`src/rtl/lane_mem_sequencer_pkg.sv`:
```
// Shared constants and state encoding for the lane memory sequencer.
package lane_mem_sequencer_pkg;
   localparam int LANE_W_DEF = 64;
   localparam int N_DEF      = 5;
   // Smallest address width that still covers every lane of the default grid.
   localparam int ADDR_W_DEF = $clog2(N_DEF * N_DEF);
   localparam int CNT_W      = 3;

   typedef enum logic [2:0] {
      S_IDLE,
      S_READ,
      S_LATCH,
      S_ISSUE,
      S_COMPUTE,
      S_WRITE,
      S_NEXT,
      S_DONE
   } state_e;
endpackage

```
`src/rtl/lane_mem_sequencer_xy_counter.sv`:
```
// Row-major 2-D wrap counter: x is the inner index, y the outer one.
module lane_xy_counter
   import lane_mem_sequencer_pkg::*;
#(
   parameter int N = N_DEF
) (
   input  logic             clk,
   input  logic             rst,
   input  logic             inc_i,
   input  logic             clr_i,
   output logic [CNT_W-1:0] x_o,
   output logic [CNT_W-1:0] y_o,
   output logic             last_o
);
   localparam logic [CNT_W-1:0] MAX = CNT_W'(N - 1);

   logic [CNT_W-1:0] x_q, x_d, y_q, y_d;

   always_comb begin
      x_d = x_q;
      y_d = y_q;
      if (clr_i) begin
         x_d = '0;
         y_d = '0;
      end else if (inc_i) begin
         if (x_q == MAX) begin
            x_d = '0;
            y_d = (y_q == MAX) ? '0 : y_q + 1'b1;
         end else begin
            x_d = x_q + 1'b1;
         end
      end
   end

   always_ff @(posedge clk) begin
      if (rst) begin
         x_q <= '0;
         y_q <= '0;
      end else begin
         x_q <= x_d;
         y_q <= y_d;
      end
   end

   assign x_o    = x_q;
   assign y_o    = y_q;
   assign last_o = (x_q == MAX) && (y_q == MAX);
endmodule

```
`src/rtl/lane_mem_sequencer.sv`:
```
// Walks an N x N grid of lanes: read, hand to the datapath, write the result back.
module lane_mem_sequencer
   import lane_mem_sequencer_pkg::*;
#(
   parameter int LANE_W = LANE_W_DEF,
   parameter int N      = N_DEF,
   parameter int ADDR_W = ADDR_W_DEF
) (
   input  logic              clk,
   input  logic              rst,
   input  logic              start,
   output logic              busy,
   output logic              done,
   output logic              mem_rd,
   output logic              mem_wr,
   output logic [ADDR_W-1:0] mem_addr,
   input  logic [LANE_W-1:0] mem_rdata,
   output logic [LANE_W-1:0] mem_wdata,
   output logic              dp_valid,
   input  logic              dp_ready,
   output logic [LANE_W-1:0] dp_lane,
   output logic [2:0]        lane_x,
   output logic [2:0]        lane_y,
   input  logic              dp_res_valid,
   input  logic [LANE_W-1:0] dp_res
);
   state_e              state_q, state_d;
   logic [LANE_W-1:0]   lane_q, lane_d;
   logic [LANE_W-1:0]   res_q, res_d;
   logic                cnt_inc, cnt_clr, cnt_last;
   logic [CNT_W-1:0]    cnt_x, cnt_y;
   logic [ADDR_W-1:0]   lin_addr;

   lane_xy_counter #(.N(N)) u_xy (
      .clk    (clk),
      .rst    (rst),
      .inc_i  (cnt_inc),
      .clr_i  (cnt_clr),
      .x_o    (cnt_x),
      .y_o    (cnt_y),
      .last_o (cnt_last)
   );

   assign lin_addr = ADDR_W'(cnt_y) * ADDR_W'(N) + ADDR_W'(cnt_x);
   assign lane_x   = cnt_x;
   assign lane_y   = cnt_y;

   always_comb begin
      state_d   = state_q;
      lane_d    = lane_q;
      res_d     = res_q;
      cnt_inc   = 1'b0;
      cnt_clr   = 1'b0;
      busy      = 1'b1;
      done      = 1'b0;
      mem_rd    = 1'b0;
      mem_wr    = 1'b0;
      mem_addr  = '0;
      mem_wdata = '0;
      dp_valid  = 1'b0;
      dp_lane   = '0;
      unique case (state_q)
         S_IDLE: begin
            busy = 1'b0;
            if (start) begin
               cnt_clr = 1'b1;
               state_d = S_READ;
            end
         end
         S_READ: begin
            mem_rd   = 1'b1;
            mem_addr = lin_addr;
            state_d  = S_LATCH;
         end
         S_LATCH: begin
            lane_d  = mem_rdata;
            state_d = S_ISSUE;
         end
         S_ISSUE: begin
            dp_valid = 1'b1;
            dp_lane  = lane_q;
            if (dp_ready) state_d = S_COMPUTE;
         end
         // Result strobes seen in any other state are deliberately dropped.
         S_COMPUTE: begin
            if (dp_res_valid) begin
               res_d   = dp_res;
               state_d = S_WRITE;
            end
         end
         S_WRITE: begin
            mem_wr    = 1'b1;
            mem_addr  = lin_addr;
            mem_wdata = res_q;
            state_d   = S_NEXT;
         end
         S_NEXT: begin
            if (cnt_last) begin
               state_d = S_DONE;
            end else begin
               cnt_inc = 1'b1;
               state_d = S_READ;
            end
         end
         S_DONE: begin
            done    = 1'b1;
            state_d = S_IDLE;
         end
         default: state_d = S_IDLE;
      endcase
   end

   always_ff @(posedge clk) begin
      if (rst) begin
         state_q <= S_IDLE;
         lane_q  <= '0;
         res_q   <= '0;
      end else begin
         state_q <= state_d;
         lane_q  <= lane_d;
         res_q   <= res_d;
      end
   end
endmodule

```
`config.mk`:
```
export PLATFORM = sky130hd
export DESIGN_NAME = lane_mem_sequencer
export DESIGN_NICKNAME = d
export VERILOG_FILES = /design/src/rtl/lane_mem_sequencer_pkg.sv /design/src/rtl/lane_mem_sequencer_xy_counter.sv /design/src/rtl/lane_mem_sequencer.sv
export SDC_FILE = /design/constraint.sdc
export NUM_CORES = 1
export LEC_CHECK = 0
export ABC_AREA = 1
export ABC_CLOCK_PERIOD_IN_PS = 5580
export CORE_ASPECT_RATIO = 0.7
export CORE_UTILIZATION = 45
export CTS_CLUSTER_DIAMETER = 120
export DETAILED_ROUTE_END_ITERATION = 6
export PLACE_DENSITY_LB_ADDON = 0.15
export SLEW_MARGIN = 15
export SYNTH_ARGS = -nofsm -noshare
export SYNTH_HDL_FRONTEND = slang
export SYNTH_SLANG_ARGS = --single-unit
```
`constraint.sdc`:
```
create_clock -name clk -period 5.58 [get_ports clk]
set_clock_uncertainty 0.1 [all_clocks]
set_input_delay 0.558 -clock clk [delete_from_list [all_inputs] [get_ports clk]]
set_output_delay 0.558 -clock clk [all_outputs]
set_load 0.01 [all_outputs]
```
==> results.tsv <==
stage	metric	value	unit
layout	insertedDiodeCount	0	
setup_path	crit_path_frequent_cell	ha_1	
power_and_ir_drop	leakage	3.274	nW
timing	tns	0	ns
clocking	clkTransAtPathRegs	0.06	ns
timing	setup_viol	0	
timing	timing.fmax	301.1	MHz
clocking	ctsHoldBuffers	0	
floorplanning	dieArea	0.01373	mm2
setup_path	crit_family	adder cells	
global_route	grt_usage	23.94	%
yosys	syn_area_per_cell	7.347	um2
yosys	yosys_warnings	0	
setup_path	endpoint_kind	primary output	
setup_path	crit_required	4.92	ns
global_route	grt_antenna_before_repair	0	
clocking	h-tree-depth	4	
floorplanning	rows	34	
drt	drt_wl_total	16.46	mm
yosys	ys_ff_latch	137	
yosys	seq_area_frac_synth	45.97	%
floorplanning	die_w	139.6	um
clocking	cts_setup_buffers	0	
global_route	grt_pass1_vias	5292	
place	numPortBuffers	276	
clocking	post_cts_resized	0	
global_route	grt_overflow_total	0	
timing	rsz0062_at_grt	false	
timing	fin_crit_sh	59.51	%
hold_path	hp-class	flop to flop	
layout	stdcell_area	0.009189	mm2
drt	dr.first_iter.drc_count	278	
setup_path	critical_path_arrival	2.66	ns
floorplanning	coreArea	0.01268	mm2
timing	worst_pin_slew	1.121	ns
timing	finalHoldViolCount	0	
clocking	clock_sinks	137	
global_route	grt_pass1_wl	26.05	mm
setup_path	setup.worst_path.class	flop to primary output	
global_route	grt_start_max_net_pins	88	
drt	dr.pass1.iters	5	
drt	vias	5835	
drt	ant_nets	0	
timing	relSlewSlack	25.24	%
layout	fin_nets	1203	
timing	finalMaxSlewViolations	0	
outcome	status	finished, final reports clean	
place	place_congestion	0.7802	
setup_path	crit_chain	ha_1 -> ha_1 -> fa_1 -> inv_1 -> nor2_1 -> clkdlybuf4s50_1	
layout	final_util	72.48	%
power_and_ir_drop	total_power	2.525	mW
yosys	netlist_instances	812	
clocking	cts.path.max_buffers	2	
layout	synthToLayoutAreaGrowth	54.03	%
setup_path	cp_max_fo	7	
drt	drc	0	
power_and_ir_drop	power_density	274.7	mW/mm2
floorplanning	io_pins	277	
place	dp_hpwl	11.32	mm
yosys	syn-num-nets	958	
yosys	syn-cell-area	0.005966	mm2
floorplanning	die_y	98.34	um
clocking	root_buffer	clkbuf_16	
setup_path	cp-start-kind	flop	
setup_path	cp.buffers_inverters	2	
setup_path	worst_path_largest_cell_delay	0.55	ns
clocking	insertion_delay	0.40	ns
flow_run	cap_viol_max_count	0	
layout	fill_cells	1086	
clocking	cts_buffers	17	
clocking	cts_tree	yes	
floorplanning	initial_core_util	47.06	%
drt	avgViaCountPerCell	4.744	
power_and_ir_drop	vdd_ir_drop_max	218.8	uV
yosys	ys_types	22	
timing	fin_worst_hold_slack	0.3514	ns
layout	layout-drive-gt1-share	4.307	%
place	place_area	0.008597	mm2
timing	final.min_clock_period	3.321	ns
drt	wl_per_cell	13.39	um
setup_path	crit_slowest_cell	clkdlybuf4s50_1	
[Yosys cell counts (all sizes together)]
cell type	number	share of area [%]
nand3	9	0.75
ha	12	2.5
clkbuf	13	0.82
o21ai	130	11
nand4	2	0.21
nand2	27	1.8
nand3b	1	0.13
inv	151	9.5
xor2	2	0.29
a21oi	133	11
fa	1	0.34
nor3	2	0.17
xnor2	3	0.44
dfxtp	137	46
buf	41	5.6
nor2	148	9.4
[final timing paths]
| check | from | endpoint | slack (ns) | cells past startpoint |
|---|---|---|---|---|
| max | u_xy.y_o[0]$_SDFFE_PP0P_ | mem_addr[2] | 2.26 | 6 |
| min | res_q[12]$_SDFFE_PP0P_ | res_q[12]$_SDFFE_PP0P_ | 0.35 | 2 |
| max reg2reg | state_q[2]$_SDFFE_PP0P_ | lane_q[24]$_SDFFE_PP0P_ | 3.24 | 5 |
| min reg2reg | res_q[12]$_SDFFE_PP0P_ | res_q[12]$_SDFFE_PP0P_ | 0.35 | 2 |
[logic make-up (layout without fill, tap and decap cells)]
family	after synthesis	count (layout)	share of synthesized area, %
xor+xnor	5	5	0.7342
flops	137	137	45.97
buf+inv	205	461	15.90
fa+ha+maj	13	13	2.852
compound gates	263	263	22.06
simple gates	189	189	12.48
[routing by layer]
| metal | up-vias | global-route usage, % | wire length, um |
|---|---|---|---|
| met4 | 0 | 9.721 | 321 |
| met5 | - | 0 | 0 |
| li1 | 3043 | - | - |
| met2 | 175 | 40.55 | 7675 |
| met3 | 22 | 8.092 | 1343 |
| met1 | 2595 | 27.90 | 7124 |
[cell type report]
| cell class | count | area (um2) | share of cell area [%] |
|---|---|---|---|
| multi-input combinational | 470 | 2292 | 24.95 |
| clock buffer | 18 | 439.2 | 4.779 |
| tap | 162 | 202.7 | 2.206 |
| clock inverter | 12 | 152.6 | 1.661 |
| timing repair buffer | 280 | 2793 | 30.39 |
| inverter | 151 | 566.8 | 6.168 |
| sequential | 137 | 2743 | 29.85 |
[tightest hold or removal path, cell delays in order (launching register included)]
cell	delay, ns
dfxtp_1	0.29
inv_1	0.06
a21oi_1	0.05
[state kept, by name (all words and copies together) (netlist names)]
| signal | flops |
|---|---|
| lane_q | 64 |
| res_q | 64 |
| state_q | 3 |
| u_xy.x_o | 3 |
| u_xy.y_o | 3 |
[cells in the final DEF (no fill, tap or decap)]
master	instances
nand3_4	1
o21ai_0	74
o21ai_1	56
clkbuf_16	17
xor2_1	2
clkinvlp_4	1
clkinv_2	4
a21oi_1	133
nand4_1	2
nand3b_1	1
nand2_2	1
clkdlybuf4s50_1	276
xnor2_1	3
clkinv_4	4
buf_4	4
dfxtp_1	137
ha_1	12
nor3_1	2
inv_1	145
inv_2	6
fa_1	1
nor2_2	3
nand2_1	25
nor2_1	145
clkbuf_8	1
bufinv_16	3
nand3_1	8
nand2_4	1
[through the flow]
step	setup WS [ns]	std cells
5_1_grt	2.115	1230
4_1_cts	2.243	1230
6_report	2.259	1230
2_1_floorplan	3.144	812
3_5_place_dp	2.679	1200
3_3_place_gp	2.704	1200
[report_power, final]
part | switching [mW] | internal [mW] | total (mW)
registers | 0.0214 | 1.05 | 1.07
logic | 0.168 | 0.154 | 0.322
clock network | 0.422 | 0.709 | 1.13
No activity file was read; power rests on OpenSTA's default activity.
